[src/rtl/req_ack_xfr_responder.sv]
// Target-side req/ack/xfr responder: buffers source words and acks only once a full burst is held.
// Ack at least 2 cycles after the req rise. src_ready drops while the FIFO is full or in reset.
module req_ack_xfr_responder #(
    parameter int DW       = 8,
    parameter int REP      = 2,
    parameter int DEPTH    = 4,
    parameter int MAX_WAIT = 4
) (
    input  logic          clk,
    input  logic          rst,
    input  logic          src_valid,
    input  logic [DW-1:0] src_data,
    output logic          src_ready,
    input  logic          req,
    output logic          ack,
    output logic          xfr,
    output logic [DW-1:0] xfr_data,
    output logic          timeout,
    output logic          busy
);
    localparam int AW = (DEPTH > 1) ? $clog2(DEPTH) : 1;
    localparam int CW = $clog2(DEPTH) + 1;
    localparam int WW = $clog2(MAX_WAIT + 1);
    localparam int BW = $clog2(REP + 1);

    typedef enum logic [1:0] {IDLE, WAIT, ACK, XFER} state_t;

    state_t        state_q, state_d;
    logic [WW-1:0] wait_cnt_q, wait_cnt_d;
    logic [BW-1:0] beat_cnt_q, beat_cnt_d;
    logic [CW-1:0] count_q, count_d;
    logic [AW-1:0] wr_ptr_q, wr_ptr_d;
    logic [AW-1:0] rd_ptr_q, rd_ptr_d;
    logic          req_q;
    logic          timeout_q, timeout_d;
    logic [DW-1:0] mem_q [DEPTH];

    logic req_rise;
    logic push;
    logic pop;

    assign req_rise  = req & ~req_q;
    assign src_ready = (count_q < CW'(DEPTH)) & ~rst;
    assign push      = src_valid & src_ready;
    assign pop       = (state_q == XFER);

    assign ack      = (state_q == ACK);
    assign xfr      = (state_q == XFER);
    assign xfr_data = xfr ? mem_q[rd_ptr_q] : '0;
    assign timeout  = timeout_q;
    assign busy     = (state_q != IDLE);

    always_comb begin
        wr_ptr_d = wr_ptr_q;
        rd_ptr_d = rd_ptr_q;
        count_d  = count_q;
        if (push) begin
            wr_ptr_d = (wr_ptr_q == AW'(DEPTH - 1)) ? '0 : wr_ptr_q + AW'(1);
        end
        if (pop) begin
            rd_ptr_d = (rd_ptr_q == AW'(DEPTH - 1)) ? '0 : rd_ptr_q + AW'(1);
        end
        case ({push, pop})
            2'b10:   count_d = count_q + CW'(1);
            2'b01:   count_d = count_q - CW'(1);
            default: count_d = count_q;
        endcase
    end

    // Readiness wins over timeout when both hold in the same WAIT cycle.
    always_comb begin
        state_d    = state_q;
        wait_cnt_d = wait_cnt_q;
        beat_cnt_d = beat_cnt_q;
        timeout_d  = 1'b0;
        case (state_q)
            IDLE: begin
                if (req_rise) begin
                    state_d    = WAIT;
                    wait_cnt_d = WW'(1);
                end
            end
            WAIT: begin
                if (count_q >= CW'(REP)) begin
                    state_d = ACK;
                end else if (wait_cnt_q == WW'(MAX_WAIT)) begin
                    timeout_d = 1'b1;
                    state_d   = IDLE;
                end else begin
                    wait_cnt_d = wait_cnt_q + WW'(1);
                end
            end
            ACK: begin
                beat_cnt_d = '0;
                state_d    = XFER;
            end
            XFER: begin
                beat_cnt_d = beat_cnt_q + BW'(1);
                if (beat_cnt_d == BW'(REP)) begin
                    state_d = IDLE;
                end
            end
            default: state_d = IDLE;
        endcase
    end

    always_ff @(posedge clk) begin
        if (rst) begin
            state_q    <= IDLE;
            wait_cnt_q <= '0;
            beat_cnt_q <= '0;
            count_q    <= '0;
            wr_ptr_q   <= '0;
            rd_ptr_q   <= '0;
            req_q      <= 1'b0;
            timeout_q  <= 1'b0;
        end else begin
            state_q    <= state_d;
            wait_cnt_q <= wait_cnt_d;
            beat_cnt_q <= beat_cnt_d;
            count_q    <= count_d;
            wr_ptr_q   <= wr_ptr_d;
            rd_ptr_q   <= rd_ptr_d;
            req_q      <= req;
            timeout_q  <= timeout_d;
        end
    end

    // Storage needs no reset: reads are masked unless a burst is in flight.
    always_ff @(posedge clk) begin
        if (push) begin
            mem_q[wr_ptr_q] <= src_data;
        end
    end

endmodule
[config.mk]
export PLATFORM = sky130hd
export DESIGN_NAME = req_ack_xfr_responder
export DESIGN_NICKNAME = d
export VERILOG_FILES = /design/src/rtl/req_ack_xfr_responder.sv
export SDC_FILE = /design/constraint.sdc
export NUM_CORES = 1
export LEC_CHECK = 0
export ABC_AREA = 1
export ABC_CLOCK_PERIOD_IN_PS = 2200
export BUFFER_PORTS_ARGS = -buffer_cell sky130_fd_sc_hd__buf_2
export CAP_MARGIN = 30
export CORE_ASPECT_RATIO = 0.9
export CORE_MARGIN = 1
export CORE_UTILIZATION = 50
export CTS_CLUSTER_DIAMETER = 100
export DETAILED_ROUTE_END_ITERATION = 7
export HOLD_SLACK_MARGIN = 0.06
export PLACE_DENSITY = 0.79
export SYNTH_ARGS = -nofsm -noshare
export SYNTH_HDL_FRONTEND = slang
export SYNTH_SLANG_ARGS = --single-unit
[constraint.sdc]
create_clock -name clk -period 2.2 [get_ports clk]
set_clock_uncertainty 0.2 [all_clocks]
set_input_delay 0.11 -clock clk [delete_from_list [all_inputs] [get_ports clk]]
set_output_delay 0.11 -clock clk [all_outputs]
set_load 0.01 [all_outputs]
## After elaboration in Yosys (flattened, before gate mapping)

Memory sizes are Yosys's and may differ from the RTL's. A register that Yosys moved wholly into a read port is not among the register bits.
Index checks and enable logic that the tools add are counted.

| word-level totals | value |
|---|---|
| word-level logic and storage cells | 64 |
| register bits after elaboration | 16 |
| RAM bits | 32 |
| memories kept | 1 |

Memory list:

| name | words | width | rd ports | clocked after Yosys merged registers in | write ports | RTL line | RTL |
|---|---|---|---|---|---|---|---|
| mem_q | 4 | 8 | 1 | 1 | 1 | 36 | `logic [DW-1:0] mem_q [DEPTH];` |

| operators by class | value |
|---|---|
| order comparisons | 2 |
| $add $sub $neg | 6 |
| reductions and logical operators | 8 |
| multiplexer cells | 19 |
| equality and inequality tests | 14 |
| bitwise logic cells | 6 |

Operators with widths:

| cell | number |
|---|---|
| 2-bit two-way mux | 8 |
| 2-bit == test (second input constant) | 6 |
| 3-bit one-hot mux with 2 select lines | 2 |
| 3-bit two-way mux | 3 |
| 8-bit two-way mux | 1 |
| 2-bit one-hot mux with 4 select lines | 1 |
| 2-bit nonzero test | 4 |
| 2-bit by 1-bit adder with 2-bit output (second input constant) | 3 |
| 3-bit by 1-bit adder with 3-bit output (second input constant) | 2 |
| 2-bit != test (second input constant) | 3 |
| 2-bit by 1-bit == test with 1-bit output (second input constant) | 2 |
| 2-bit one-hot mux with 2 select lines | 1 |
| 4-bit AND reduction | 1 |
| 1-bit bitwise AND | 3 |
| 3-bit == test (second input constant) | 1 |
| 3-bit by 2-bit greater-or-equal comparator with 1-bit output (second input constant) | 1 |
| 3-bit < comparator (second input constant) | 1 |
| 1-bit two-way mux | 3 |
| 3-bit != test (second input constant) | 1 |
| 1-bit inverter | 3 |
| 3-bit AND reduction | 1 |
| 3-bit OR reduction | 1 |
| 3-bit by 1-bit subtractor with 3-bit output (second input constant) | 1 |
| 2-bit logical NOT | 1 |
| 2-bit by 1-bit != test with 1-bit output (second input constant) | 1 |

## Longest topological paths before layout

| logic depth | value |
|---|---|
| depth after elaboration | 5 |
| mapped depth | 8 |
| depth with buffers taken out | 8 |

## Least setup slack after synthesis

Ideal clock, no wire load.

| path | value |
|---|---|
| path type | reg2reg |
| from | register count_q[2] |
| to | register count_q[2] |
| path buffers | 0 |
| setup slack | 0.184 ns |
| arrival time | 1.687 ns |
| cell stages (with the launch flop) | 8 |
| clock period less this slack | 2.016 ns |
| cells stage by stage | dfxtp_1 > nor3b_2 > inv_1 > ha_1 > fa_1 > o21ai_0 > xor2_1 > nor2_1 |

| between the ends | value |
|---|---|
| word-level cells in the longest chain between the ends | 5 |

RTL lines:

| what | RTL line | RTL |
|---|---|---|
| start: declaration | 31 | `logic [CW-1:0] count_q, count_d;` |
| start signal: assignment | 121 | `count_q <= count_d;` |
| 3-bit < comparator | 43 | `assign src_ready = (count_q < CW'(DEPTH)) & ~rst;` |
| 1-bit bitwise AND | 43 |  |
| 1-bit bitwise AND | 44 | `assign push = src_valid & src_ready;` |
| 2-bit by 1-bit == test with 1-bit output or 2-bit == test (tied branches) | 63 | `case ({push, pop})` |
| 3-bit one-hot mux with 2 select lines or 2-bit nonzero test (tied branches) | - |  |

Parallel ways exist; a longest one is shown, timed or not.
A chain may end at the register's enable or synchronous reset.

## Final worst setup path

| path | value |
|---|---|
| from | input rst |
| to | register count_q[2] |

| between the ends | value |
|---|---|
| word-level cells in the longest chain between the ends | 5 |

RTL lines:

| what | RTL line | RTL |
|---|---|---|
| start: declaration | 10 | `input logic rst,` |
| 1-bit inverter | 43 |  |
| 1-bit bitwise AND | 43 |  |
| 1-bit bitwise AND | 44 |  |
| 2-bit by 1-bit == test with 1-bit output or 2-bit == test (tied branches) | 63 |  |
| 3-bit one-hot mux with 2 select lines or 2-bit nonzero test (tied branches) | - |  |

Parallel ways exist; a longest one is shown, timed or not.

==> results.md <==
- Outcome: completed
- Arrival time of the worst setup path: 2.07 ns
- Ordered list of cells on the worst path: dlygate4sd3_1 -> buf_2 -> nor3b_2 -> inv_1 -> ha_1 -> fa_2 -> a21oi_2 -> o21ai_1 -> xor2_1 -> nor2_1
- CTS buffer count: 5
- Count leader, synth: nor2_1
- Commonest cells in the netlist: nor2_1 (52), edfxtp_1 (32), inv_1 (24)
- Critical path buffer and inverter count: 3
- Total die area: 0.00464 sq mm
- Residual DRC: 0
- Fraction of the cycle the final worst path needs: 0.938
- Compound-cell area share of the yosys netlist: 0.115
- Number of synthesized register bits: 50
- Worst setup path category: input pin to register
- Final HPWL from detailed placement: 2.63 mm
- Required @ worst endpoint: 2.21 ns
- Main combinational cell family by area after synthesis: simple AND/OR/NAND/NOR gates
- Final critical path time including I/O delays and setup: 2.06 ns
- Cell type contributing the most total cell area after synthesis: edfxtp_1
- Multiplexer area fraction after synthesis: 0
- Cell class contributing the biggest share of worst-path delay: buffers and inverters
- Syn_area_per_cell: 10.3 sq um
- Antenna cells: 0
- Vias after detailed routing: 1520
- Antenna violations before repair: 0
- Largest net degree at the start of global routing: 17
- Finished Layout Cells: 306
- H-tree depth: 2
- Input/output buffers: 24
- Count of antenna-violating nets left after detailed routing: 0
- Type of the tightest min-delay check: input pin to register
- Fmax: 485 MHz
- Final Slew Violations: 0
- Part of the Yosys area used for sequential elements: 0.605
- Sink count of the clock tree: 50
- WHS: 0.157 ns
- RSZ-0062 raised after global routing: false
- Leakage component of the power: 1.07 nW
- Width of the chip: 71.7 microns
- Number of enable flip-flop cells after synthesis: 32
- YS warnings: 0
- Number of cells in the design after placement: 286
- Cell count after synthesis: 212
- Placeable Area: 0.00413 sq mm
- Area growth, synth to finish: 20.4%
- Kind of start point of the critical path: input pin
- Post-detailed-placement cell area: 0.00239 sq mm
- Max stage delay on crit path: 0.53 ns
- Fraction of final layout cells with drive strength greater than 1: 0.209
- Die Span Y: 64.7 microns
- Hold Violations, Final: 0
- Peak fanout along the critical path: 3
- Row count: 22
- WL per Instance: 12.5 microns
- Congestion Overflow GR: 0
- XOR/XNOR share of the synthesized area: 0.00802
- Global-route usage over all layers: 0.184
- TritonCTS clock tree: done
- Clock insertion delay at the later pin of the skew report: 0.31 ns
- Via count of the first global-routing pass: 1446
- Final wirelength: 3.83 mm
- Max Cap Violations: 0
- Mapped Area: 0.00218 sq mm
- Fin Setup TNS: 0 ns
- Transition time at the pin with the least slew margin: 0.384 ns
- Final weighted congestion in routability-driven placement: 0.820
- Peak supply drop: 0.330 mV
- Power Density: 711 mW/mm^2
- First-pass GRT wire length: 6.29 mm
- Top Ports: 25
- Primary FF master, synth: edfxtp_1
- Clock Root Buffer: clkbuf_8
- Mapped Nets: 234
- Vias per cell: 4.97
- Top-area cell type share of the netlist area: 0.440
- Slowest-stage cell, CP: dlygate4sd3_1
- Detailed Route Iter0 Violations: 79
- Leading cell types by total area after synthesis: edfxtp_1 (44%), dfxtp_1 (16%), nor2_1 (8.9%)
- Rel. slew slack: 0.744
- Nets: 279
- Unique cell type count in the Yosys netlist: 30
- Fraction of registers with async set/reset: 0
- First-pass iteration count of the detailed router: 4
- Clock-pin slew on the worst setup and hold paths: 0.09 ns
- Overall power after layout: 1.87 mW
- Adder-cell share of the synthesized area: 0.0607
- Fill cell count: 341
- Final count of negative-setup-slack endpoints: 0
- Initial core utilization: 0.529
- Final design instance area without fill: 0.00263 sq mm
- Maximum clock insertion buffer count: 2
- Endpoint class of the critical path: register
- Post-synthesis simple-gate area fraction: 0.153
==> layer usage <==
metal	wire length, microns	global-route usage	up-vias
met5	0	0	-
met4	66	0.0784	0
li1	-	-	789
met3	168	0.0529	7
met2	1970	0.329	30
met1	1630	0.203	694
==> sequential cells by signal (all words and copies together), names as in the netlist, named ones only <==
name and cells:
rd_ptr_q 2, count_q 3, beat_cnt_q 2, timeout 1, req_q 1, wr_ptr_q 2, mem_q 32, wait_cnt_q 3
state_q 1
==> cell usage in the layout, fill, tap and decap left out, types with 2 or more instances in the layout <==
master,Yosys,final
a21oi_1,13,12
inv_1,24,24
a21oi_2,2,3
nand2_2,4,4
nor3_1,2,2
edfxtp_1,32,32
o21ai_1,2,3
ha_1,9,9
inv_2,2,2
buf_4,1,8
nor2_1,52,52
dfxtp_1,18,18
dlygate4sd3_1,0,12
nand2_1,10,10
clkbuf_8,0,5
xor2_1,2,2
o21ai_0,22,21
buf_2,3,24
==> final timing paths <==
kind                   end  cells after the start  slack, ns           from
max             count_q[2]                     10       0.14            rst
min            wr_ptr_q[1]                      5       0.16      src_valid
max reg2reg     count_q[2]                      8       0.20     count_q[2]
min reg2reg  beat_cnt_q[1]                      2       0.30  beat_cnt_q[1]
==> kinds of logic after synthesis <==
logic type / after synthesis
fa+ha+maj: 10
simple gates: 74
buf+inv: 32
compound gates: 44
xor+xnor: 2
flops: 50
==> stage by stage <==
step	util	setup slack, ns
final	0.637	0.137
after CTS	0.635	0.0957
after global routing	0.637	0.0348
after detailed placement	0.580	0.0919
after floorplan	-	0.184
after global placement	0.580	0.182
==> report_power, final <==
part / internal (mW) / switching [mW] / total [mW]
Clock: 0.339 / 0.293 / 0.632
Sequential: 1.03 / 0.0226 / 1.05
Combinational: 0.0785 / 0.106 / 0.184
==> what timing repair did <==
action,CTS,global route
hold endpoints to repair,45,0
endpoints found under the setup margin,0,1
resized for setup,0,3
hold buffers,12,0
buffers inserted,0,0
==> worst register-to-register path: stages, from the launching register on <==
cell and delay [ns]:
dfxtp_1 0.36, nor3b_2 0.22, inv_1 0.08, ha_1 0.26, fa_2 0.38, a21oi_2 0.14, o21ai_1 0.09, xor2_1 0.13
nor2_1 0.05
==> cell type report <==
type                       instances  area (sq um)  area share
clock buffer                       6          72.6      0.0276
multi-input combinational        130           741       0.282
timing repair buffer              44           300       0.114
sequential                        50          1320       0.502
tap                               48          60.1      0.0228
inverter                          26          97.6      0.0371
clock inverter                     2          37.5      0.0143
Note: power is estimated with default switching activity, not from simulation.
